$ cat config.mk
export PLATFORM = sky130hd
export DESIGN_NAME = neuron_mac_seq
export DESIGN_NICKNAME = d
export VERILOG_FILES = /design/src/rtl/neuron_mac_seq_pkg.sv /design/src/rtl/neuron_mac_seq.sv
export SDC_FILE = /design/constraint.sdc
export NUM_CORES = 1
export LEC_CHECK = 0
export CAP_MARGIN = 0
export CORE_MARGIN = 1.5
export CORE_UTILIZATION = 52
export CTS_BUF_LIST = sky130_fd_sc_hd__clkbuf_8 sky130_fd_sc_hd__clkbuf_16
export DETAILED_ROUTE_END_ITERATION = 8
export PLACE_DENSITY = 0.82
export SETUP_SLACK_MARGIN = 0.3
export SLEW_MARGIN = 20
export SYNTH_ARGS = -nofsm -noshare
export SYNTH_HDL_FRONTEND = slang
export SYNTH_SLANG_ARGS = --single-unit
export TNS_END_PERCENT = 50
$ cat constraint.sdc
create_clock -name clk -period 4.9 [get_ports clk]
set_input_delay 0.98 -clock clk [delete_from_list [all_inputs] [get_ports clk]]
set_output_delay 0.98 -clock clk [all_outputs]
set_load 0.01 [all_outputs]
$ cat src/rtl/neuron_mac_seq_pkg.sv
// Shared constants for the neuron MAC sequencer: ALU opcodes, default width,
// and the sequencer state encoding.
package neuron_mac_seq_pkg;

    localparam int DATA_W_DEF = 16;

    localparam logic [1:0] ALU_OP_ADD = 2'b00;
    localparam logic [1:0] ALU_OP_SUB = 2'b01;
    localparam logic [1:0] ALU_OP_MUL = 2'b10;

    typedef enum logic [2:0] {
        ST_IDLE = 3'd0,
        ST_LOAD = 3'd1,
        ST_MUL  = 3'd2,
        ST_ACC  = 3'd3,
        ST_BIAS = 3'd4,
        ST_OUT  = 3'd5
    } state_t;

endpackage

$ cat src/rtl/neuron_mac_seq.sv
// Purpose: sequences one neuron, out = bias + sum(x_i*w_i), through an external combinational ALU.
// Latency: 3 cycles per pair (LOAD/MUL/ACC) plus BIAS; result valid 3N+2 cycles after start is raised.
// Backpressure: in_ready only in LOAD; out_data held in OUT until out_ready, unbounded stall.
// Optional: define NEURON_MAC_RELU_EN to clamp negative results to zero in the BIAS stage.
module neuron_mac_seq
    import neuron_mac_seq_pkg::*;
#(
    parameter int DATA_W     = DATA_W_DEF,
    parameter int MAX_INPUTS = 16,
    parameter int CNT_W      = 5
) (
    input  logic              clk,
    input  logic              rst_n,
    input  logic              start,
    input  logic [CNT_W-1:0]  num_inputs,
    input  logic [DATA_W-1:0] bias,
    input  logic              in_valid,
    output logic              in_ready,
    input  logic [DATA_W-1:0] in_x,
    input  logic [DATA_W-1:0] in_w,
    output logic              alu_en,
    output logic [1:0]        alu_op_sel,
    output logic [DATA_W-1:0] alu_op1,
    output logic [DATA_W-1:0] alu_op2,
    input  logic [DATA_W-1:0] alu_result,
    output logic              busy,
    output logic              out_valid,
    input  logic              out_ready,
    output logic [DATA_W-1:0] out_data
);

    state_t              state_q, state_d;
    logic [DATA_W-1:0]   x_q, w_q, prod_q, acc_q, bias_q, out_q;
    logic [CNT_W-1:0]    cnt_q, n_q;
    logic [CNT_W-1:0]    n_clamp;
    logic [DATA_W-1:0]   bias_res;

    assign n_clamp = (num_inputs > CNT_W'(MAX_INPUTS)) ? CNT_W'(MAX_INPUTS) : num_inputs;

`ifdef NEURON_MAC_RELU_EN
    assign bias_res = alu_result[DATA_W-1] ? '0 : alu_result;
`else
    assign bias_res = alu_result;
`endif

    assign out_data = out_q;

    always_comb begin
        state_d    = state_q;
        in_ready   = 1'b0;
        alu_en     = 1'b0;
        alu_op_sel = ALU_OP_ADD;
        alu_op1    = '0;
        alu_op2    = '0;
        out_valid  = 1'b0;
        busy       = (state_q != ST_IDLE);
        case (state_q)
            ST_IDLE: begin
                if (start) begin
                    state_d = (n_clamp == '0) ? ST_BIAS : ST_LOAD;
                end
            end
            ST_LOAD: begin
                in_ready = 1'b1;
                if (in_valid) begin
                    state_d = ST_MUL;
                end
            end
            ST_MUL: begin
                alu_en     = 1'b1;
                alu_op_sel = ALU_OP_MUL;
                alu_op1    = x_q;
                alu_op2    = w_q;
                state_d    = ST_ACC;
            end
            ST_ACC: begin
                alu_en     = 1'b1;
                alu_op_sel = ALU_OP_ADD;
                alu_op1    = acc_q;
                alu_op2    = prod_q;
                state_d    = (cnt_q + CNT_W'(1) == n_q) ? ST_BIAS : ST_LOAD;
            end
            ST_BIAS: begin
                alu_en     = 1'b1;
                alu_op_sel = ALU_OP_ADD;
                alu_op1    = acc_q;
                alu_op2    = bias_q;
                state_d    = ST_OUT;
            end
            ST_OUT: begin
                out_valid = 1'b1;
                // start arriving alongside the handshake is dropped: IDLE is entered only after this edge
                if (out_ready) begin
                    state_d = ST_IDLE;
                end
            end
            default: state_d = ST_IDLE;
        endcase
    end

    always_ff @(posedge clk or negedge rst_n) begin
        if (!rst_n) begin
            state_q <= ST_IDLE;
            x_q     <= '0;
            w_q     <= '0;
            prod_q  <= '0;
            acc_q   <= '0;
            bias_q  <= '0;
            out_q   <= '0;
            cnt_q   <= '0;
            n_q     <= '0;
        end else begin
            state_q <= state_d;
            case (state_q)
                ST_IDLE: begin
                    if (start) begin
                        bias_q <= bias;
                        n_q    <= n_clamp;
                        acc_q  <= '0;
                        cnt_q  <= '0;
                    end
                end
                ST_LOAD: begin
                    if (in_valid) begin
                        x_q <= in_x;
                        w_q <= in_w;
                    end
                end
                ST_MUL: prod_q <= alu_result;
                ST_ACC: begin
                    acc_q <= alu_result;
                    cnt_q <= cnt_q + CNT_W'(1);
                end
                ST_BIAS: out_q <= bias_res;
                default: ;
            endcase
        end
    end

endmodule

==> flow_summary.rst, run 1 <==
.. list-table::
   :header-rows: 1

   * - Metric
     - Value
   * - Remaining antenna violation count after routing
     - 0
   * - Number of rows in the core area
     - 34
   * - Type of the worst setup path
     - flip-flop to primary output
   * - Cell with the most instances after synthesis
     - sky130_fd_sc_hd__dfrtp_1
   * - DP Wirelength
     - 8.012 mm
   * - Pin count of the biggest net entering global routing
     - 73
   * - First-pass GRT wire length
     - 17.95 mm
   * - Pre-CTS worst setup slack
     - 1.461 ns
   * - Yosys top cell by area
     - sky130_fd_sc_hd__dfrtp_1
   * - # H-tree levels
     - 3
   * - Number of instances in the synthesized netlist
     - 363
   * - Sequential-to-total area share from yosys stat
     - 0.5705
   * - Dominant cells by area after synthesis
     - sky130_fd_sc_hd__dfrtp_1 57%, sky130_fd_sc_hd__mux2_2 19%, sky130_fd_sc_hd__a22o_1 6.0%
   * - CTS-repair resized insts
     - 0
   * - Die X
     - 98.89 um
   * - Global routing usage on met2
     - 0.3862
   * - Min Clock Period, post-route
     - 3.812 ns
   * - Area growth from synthesis to layout
     - 32.11%
   * - Per-cell via count in the routed design
     - 5.618
   * - Maximum frequency from static timing analysis
     - 0.2623 GHz
   * - Aggregate negative setup slack
     - 0 ns
   * - Outcome
     - finished, violations left
   * - Number of antenna cells inserted
     - 0
   * - Share of post-route cells with drive strength above 1
     - 0.2259
   * - EDFF count, synth
     - 0
   * - Setup violation total in the final timing report
     - 0
   * - TritonCTS clock tree
     - built
   * - Total setup buffers inserted after CTS
     - 0
   * - Leakage
     - 0.002671 uW
   * - Layout filler cell count
     - 606
   * - Post-CTS Hold Buffers
     - 0
   * - Area of the multi-input gates
     - 1948 um2
   * - Number of antenna violations at the first check in global routing
     - 0
   * - Worst IR Drop VDD
     - 0.3477 mV
   * - Number of global-route vias before repair
     - 3486
   * - CTS max path bufs
     - 2
   * - Clock transition time at the flip-flop clock pins of the worst setup and hold paths
     - 0.10 ns
   * - Total I/O pin count
     - 128
   * - CP Launch Type
     - flip-flop
   * - Global placement routability congestion
     - 0.8889
   * - Clock tree skew after final layout
     - 0.008135 ns
   * - Warnings, synthesis
     - 0
   * - Max-slew violations
     - 0
   * - Fin cells
     - 595
   * - Clock network latency to the later pin of the worst-skew pair
     - 0.37 ns
   * - Sequential standard cell area
     - 2728 um2
   * - Number of vias in the routed layout
     - 3343
   * - Remaining design rule violation count
     - 8
   * - Cts bufs inserted
     - 9
   * - Total of buffers placed on input and output ports
     - 126
   * - Relative slew margins
     - 0.3291
   * - Clock Root Buffer
     - sky130_fd_sc_hd__clkbuf_8
   * - Vertical extent of the die
     - 98.89 um
   * - Routed WL
     - 11.08 mm
   * - Met3 layer usage reported by global route
     - 0.04255
   * - Most used standard cells in the synthesized netlist
     - 109 x sky130_fd_sc_hd__dfrtp_1, 82 x sky130_fd_sc_hd__mux2_2, 33 x sky130_fd_sc_hd__a22o_1
   * - RSZ-0062 raised after global routing
     - false
   * - Remaining Overflow, GRT
     - 0
   * - Distinct cells, synth
     - 34
   * - Area share of the leading cell type in the synthesized netlist
     - 0.5705
   * - CTS sink count
     - 109
   * - Routing layer with the top usage in global route
     - met2
   * - Count of TritonRoute iterations in the first routing pass
     - 6
   * - Final clock period utilization by the worst path
     - 0.7779
   * - Mean routed wirelength per cell
     - 18.62 um
   * - Tightest Hold Check Type
     - flip-flop to flip-flop
   * - Arrival time reported for the critical path endpoint
     - 2.83 ns
   * - Max-cap violations
     - 0
   * - Number of hold violations in the final report
     - 0
   * - Main synth FF type
     - sky130_fd_sc_hd__dfrtp_1
   * - Iteration-0 DRC Markers
     - 153
   * - Core Area
     - 8806 um2
   * - Met1 Track Usage GR
     - 0.3205
   * - Async S/R FF share, synth
     - 1.000
   * - Critical path endpoint category
     - primary output
   * - DP Cell Count
     - 579
   * - Actual transition at the worst max-transition pin
     - 1.004 ns
   * - Area of the die
     - 9778 um2
   * - Initial core utilization
     - 0.5429
   * - Syn Nets
     - 438
   * - Aggregate global-route resource usage
     - 0.2372
   * - Final WS setup
     - 1.088 ns
   * - Data required time of the critical path
     - 3.92 ns
   * - Ratio of total power to cell area
     - 621.5 nW/um2
   * - Max FO, Critical Path
     - 33
   * - Synthesis-stage register bit count
     - 109
   * - Netlist area before placement
     - 4781 um2
   * - Syn Area/Cell
     - 13.17 um2
   * - # nets final
     - 557
   * - Failing checks
     - DRC
[per-layer routing]
layer  wire length (um)  share of wire
met1               4744           0.43
met2               5401           0.49
met3                640          0.058
met4                290          0.026
met5                  0              0
[critical path, cell delays in order, from the launching register on]
cell and delay, ns:
sky130_fd_sc_hd__dfrtp_1 0.64, sky130_fd_sc_hd__nand2b_1 0.48, sky130_fd_sc_hd__nor2_2 0.19, sky130_fd_sc_hd__buf_4 0.39
sky130_fd_sc_hd__a22o_1 0.23, sky130_fd_sc_hd__clkdlybuf4s50_1 0.53
[final timing paths]
| check | startpoint | endpoint | slack (ns) | cells past startpoint |
|---|---|---|---|---|
| setup / recovery | state_q[1] | alu_op1[10] | 1.09 | 5 |
| hold / removal | w_q[7] | w_q[7] | 0.51 | 1 |
| setup reg to reg | state_q[0] | cnt_q[2] | 2.61 | 6 |
| hold reg to reg | w_q[7] | w_q[7] | 0.51 | 1 |
| max in group asynchronous | rst_n | prod_q[15] | 3.14 | 2 |
| min in group asynchronous | rst_n | bias_q[7] | 0.72 | 1 |
[flip-flops by register name, indices dropped and copies added, names as in the netlist]
register	flops
prod_q	16
w_q	16
acc_q	16
x_q	16
out_data	16
cnt_q	5
state_q	3
bias_q	16
n_q	5
[layout by cell type (no fill, tap or decap), types with 2 or more instances in the layout]
master / count
sky130_fd_sc_hd__mux2_2: 82
sky130_fd_sc_hd__xnor2_1: 5
sky130_fd_sc_hd__nor2_1: 4
sky130_fd_sc_hd__a21oi_1: 3
sky130_fd_sc_hd__and3b_1: 2
sky130_fd_sc_hd__clkinv_4: 2
sky130_fd_sc_hd__mux2i_1: 16
sky130_fd_sc_hd__a22o_1: 33
sky130_fd_sc_hd__buf_4: 7
sky130_fd_sc_hd__nor2_2: 2
sky130_fd_sc_hd__clkdlybuf4s50_1: 125
sky130_fd_sc_hd__o21ai_0: 27
sky130_fd_sc_hd__xor2_1: 3
sky130_fd_sc_hd__clkbuf_8: 10
sky130_fd_sc_hd__dfrtp_1: 109
sky130_fd_sc_hd__nand3_1: 2
sky130_fd_sc_hd__nand2_1: 28
sky130_fd_sc_hd__nand2b_1: 7
[through the flow]
step	util	power, uW	cell area (um2)	hold WS (ns)
floorplan	-	2641	4781	0.4574
global placement	0.6944	3322	6115	0.4708
detailed placement	0.6944	3403	6115	0.4828
CTS	0.7172	3954	6316	0.5123
global route	0.7172	4162	6316	0.5233
finish	0.7172	3926	6316	0.5071
[area by class of cell]
class / count / share of cell area
clock buffer: 10 / 0.02179
clock inverter: 6 / 0.01010
multi-input combinational: 230 / 0.3084
sequential: 109 / 0.4319
tap: 108 / 0.02139
timing repair buffer: 132 / 0.2064
[logic make-up after synthesis]
kind of cell / Yosys count / share of synthesized area
simple gates: 54 / 0.05810
compound gates: 67 / 0.1005
buf+inv: 24 / 0.02382
mux: 99 / 0.2290
xor+xnor: 8 / 0.01466
other cells: 1 / 0.0007844
flops: 109 / 0.5705
fa+ha+maj: 1 / 0.002617
[where the power goes]
group	switching, uW	total [uW]	internal (uW)
registers	285	1620	1340
logic	741	1760	1020
clock network	296	546	250
(Power assumes the default switching activity.)
==> run 2, diff against run 1 <==
--- a/config.mk
+++ b/config.mk
@@ -7,10 +7,10 @@
 export LEC_CHECK = 0
 export CAP_MARGIN = 0
 export CORE_MARGIN = 1.5
-export CORE_UTILIZATION = 52
+export CORE_UTILIZATION = 44
 export CTS_BUF_LIST = sky130_fd_sc_hd__clkbuf_8 sky130_fd_sc_hd__clkbuf_16
 export DETAILED_ROUTE_END_ITERATION = 8
-export PLACE_DENSITY = 0.82
+export PLACE_DENSITY = 0.74
 export SETUP_SLACK_MARGIN = 0.3
 export SLEW_MARGIN = 20
 export SYNTH_ARGS = -nofsm -noshare
==> constraint.sdc (replaced) <==
create_clock -name clk -period 3.5 [get_ports clk]
set_input_delay 0.7 -clock clk [delete_from_list [all_inputs] [get_ports clk]]
set_output_delay 0.7 -clock clk [all_outputs]
set_load 0.01 [all_outputs]
==> flow_summary.rst, run 2 (synthesis gave the netlist of run 1 again) <==
.. list-table::
   :header-rows: 1

   * - Metric
     - Value
   * - Max FO, Critical Path
     - 16 (-52%)
   * - Fin cells
     - 627 (+5.4%)
   * - Routed WL
     - 11.06 mm (-0.16%)
   * - Share of post-route cells with drive strength above 1
     - 0.2403 (+0.01445)
   * - Worst IR Drop VDD
     - 0.4169 mV (+20%)
   * - Number of vias in the routed layout
     - 3330 (-0.39%)
   * - Number of hold violations in the final report
     - 0 (unchanged)
   * - Most common cell after layout, fill and taps aside
     - sky130_fd_sc_hd__clkdlybuf4s50_1
   * - Logic depth of the worst register-to-register path
     - 5 (-1)
   * - FF-to-FF Start
     - state_q[0]
   * - Outcome
     - finished, final reports clean
   * - Relative slew margins
     - 0.4099 (+0.08084)
   * - Initial core utilization
     - 0.4590 (-0.08393)
   * - Data required time of the critical path
     - 2.80 ns (-1.12 ns)
   * - Max-slew violations
     - 0 (unchanged)
   * - Remaining antenna violation count after routing
     - 0 (unchanged)
   * - Pre-CTS worst setup slack
     - 0.5915 ns (-0.8695 ns)
   * - Area of the die
     - 11500 um2 (+18%)
   * - Number of antenna violations at the first check in global routing
     - 0 (unchanged)
   * - Min Clock Period, post-route
     - 3.046 ns
   * - DP Cell Count
     - 611 (+5.5%)
   * - Count of TritonRoute iterations in the first routing pass
     - 5 (-1)
   * - Arrival time reported for the critical path endpoint
     - 2.35 ns (-0.48 ns)
   * - Global placement routability congestion
     - 0.8208 (-7.7%)
   * - Remaining design rule violation count
     - 0 (-8)
   * - Total setup buffers inserted after CTS
     - 0 (unchanged)
   * - Critical register-to-register path endpoint
     - cnt_q[2]
   * - Die X
     - 107.2 um (+8.4%)
   * - Actual transition at the worst max-transition pin
     - 0.8851 ns (-0.1188 ns)
   * - Clock network latency to the later pin of the worst-skew pair
     - 0.36 ns (about the same)
   * - Number of global-route vias before repair
     - 3356 (-3.7%)
   * - # H-tree levels
     - 3 (unchanged)
   * - Critical path endpoint category
     - primary output
   * - Leakage
     - 0.002709 uW (+1.4%)
   * - Total I/O pin count
     - 128 (unchanged)
   * - Ratio of total power to cell area
     - 874.8 nW/um2 (+41%)
   * - Total of buffers placed on input and output ports
     - 126 (unchanged)
   * - Final WS setup
     - 0.4543 ns (-0.6338 ns)
   * - Core Area
     - 10420 um2 (+18%)
   * - Mean routed wirelength per cell
     - 17.64 um (-5.3%)
   * - Final clock period utilization by the worst path
     - 0.8702
   * - Per-cell via count in the routed design
     - 5.311 (-5.5%)
   * - Aggregate negative setup slack
     - 0 ns (unchanged)
   * - Highest-count cells in the layout ignoring fill and taps
     - 125 x sky130_fd_sc_hd__clkdlybuf4s50_1, 107 x sky130_fd_sc_hd__dfrtp_1, 82 x sky130_fd_sc_hd__mux2_2
   * - Clock Root Buffer
     - sky130_fd_sc_hd__clkbuf_8
   * - Aggregate global-route resource usage
     - 0.2004 (-0.03684)
   * - RSZ-0062 raised after global routing
     - false
   * - Remaining Overflow, GRT
     - 0 (unchanged)
   * - Iteration-0 DRC Markers
     - 127 (-17%)
   * - First-pass GRT wire length
     - 17.59 mm (-2.0%)
   * - TritonCTS clock tree
     - built
   * - CTS sink count
     - 109 (unchanged)
   * - Vertical extent of the die
     - 107.2 um (+8.4%)
   * - # nets final
     - 561 (+0.72%)
   * - Type of the worst setup path
     - flip-flop to primary output
   * - Maximum frequency from static timing analysis
     - 0.3283 GHz
   * - Clock transition time at the flip-flop clock pins of the worst setup and hold paths
     - 0.10 ns (about the same)
   * - Setup violation total in the final timing report
     - 0 (unchanged)
   * - Area growth from synthesis to layout
     - 34.65%
   * - Clock tree skew after final layout
     - 0.01595 ns (+0.007819 ns)
   * - CTS max path bufs
     - 2 (unchanged)
   * - Number of antenna cells inserted
     - 0 (unchanged)
   * - DP Wirelength
     - 8.050 mm (+0.48%)
   * - Pin count of the biggest net entering global routing
     - 72 (-1.4%)
   * - Tightest Hold Check Type
     - input port to asynchronous set/reset pin
   * - CP Launch Type
     - flip-flop
   * - Layout filler cell count
     - 856 (+41%)
   * - Register-to-register setup slack
     - 1.50 ns (-1.11 ns)
   * - Max-cap violations
     - 0 (unchanged)
   * - Cts bufs inserted
     - 9 (unchanged)
   * - Number of rows in the core area
     - 37 (+8.8%)
[run 2: routing by layer]
| metal | track usage | vias to the layer above | part of all wire |
|---|---|---|---|
| li1 | - | 1562 | - |
| met1 | 0.2838 | 1662 | 0.46 |
| met2 | 0.3185 | 97 | 0.48 |
| met3 | 0.02675 | 9 | 0.049 |
| met4 | 0.06667 | 0 | 0.010 |
| met5 | 0 | - | 0 |
[run 2: where the power goes]
group	total [uW]	switching, uW	leakage, uW	internal, uW
sequential	2280	407	0.00131	1870
clock	897	418	0.000124	479
combinational	2450	1010	0.00127	1440
[run 2: worst max path at each step]
| stage | start | cells after the start | to |
|---|---|---|---|
| 6_report | state_q[0] | 4 | alu_op1[10] |
| 5_1_grt | state_q[0] | 4 | alu_op1[6] |
| 4_1_cts | state_q[2] | 6 | alu_op1[10] |
| 3_5_place_dp | state_q[1] | 4 | alu_op1[10] |
| 3_3_place_gp | state_q[1] | 4 | alu_op1[13] |
| 2_1_floorplan | state_q[2] | 5 | alu_op1[15] |
[run 2: through the flow]
stage	power (uW)	utilization	cell area (um2)	hold WS (ns)
6_report	5632	0.6180	6437	0.4506
5_1_grt	5974	0.6180	6437	0.5100
4_1_cts	5674	0.6174	6431	0.4733
3_5_place_dp	4757	0.5933	6180	0.4884
3_3_place_gp	4675	0.5933	6180	0.4703
2_1_floorplan	3698	-	4781	0.4044
[run 2: area by class of cell]
type / instances / area, um2 / share of cell area
Clock buffer: 9 / 123.9 / 0.01924
Clock inverter: 7 / 121.4 / 0.01885
Sequential cell: 109 / 2730 / 0.4241
Timing Repair Buffer: 136 / 1341 / 0.2084
Multi-Input combinational cell: 230 / 1951 / 0.3030
Tap cell: 136 / 170.2 / 0.02643
[run 2: repair_timing]
item | CTS | global route
pin swaps | 0 | 0
endpoints found under the setup margin | 16 | 16
gates resized for setup | 2 | 3
hold buffers | 0 | 0
gates cloned | 0 | 0
[run 2: critical path: stages, from the launching register on]
cell	delay, ns
sky130_fd_sc_hd__dfrtp_1	0.52
sky130_fd_sc_hd__or3b_1	0.44
sky130_fd_sc_hd__nand2_2	0.29
sky130_fd_sc_hd__a22o_1	0.19
sky130_fd_sc_hd__clkdlybuf4s50_1	0.54
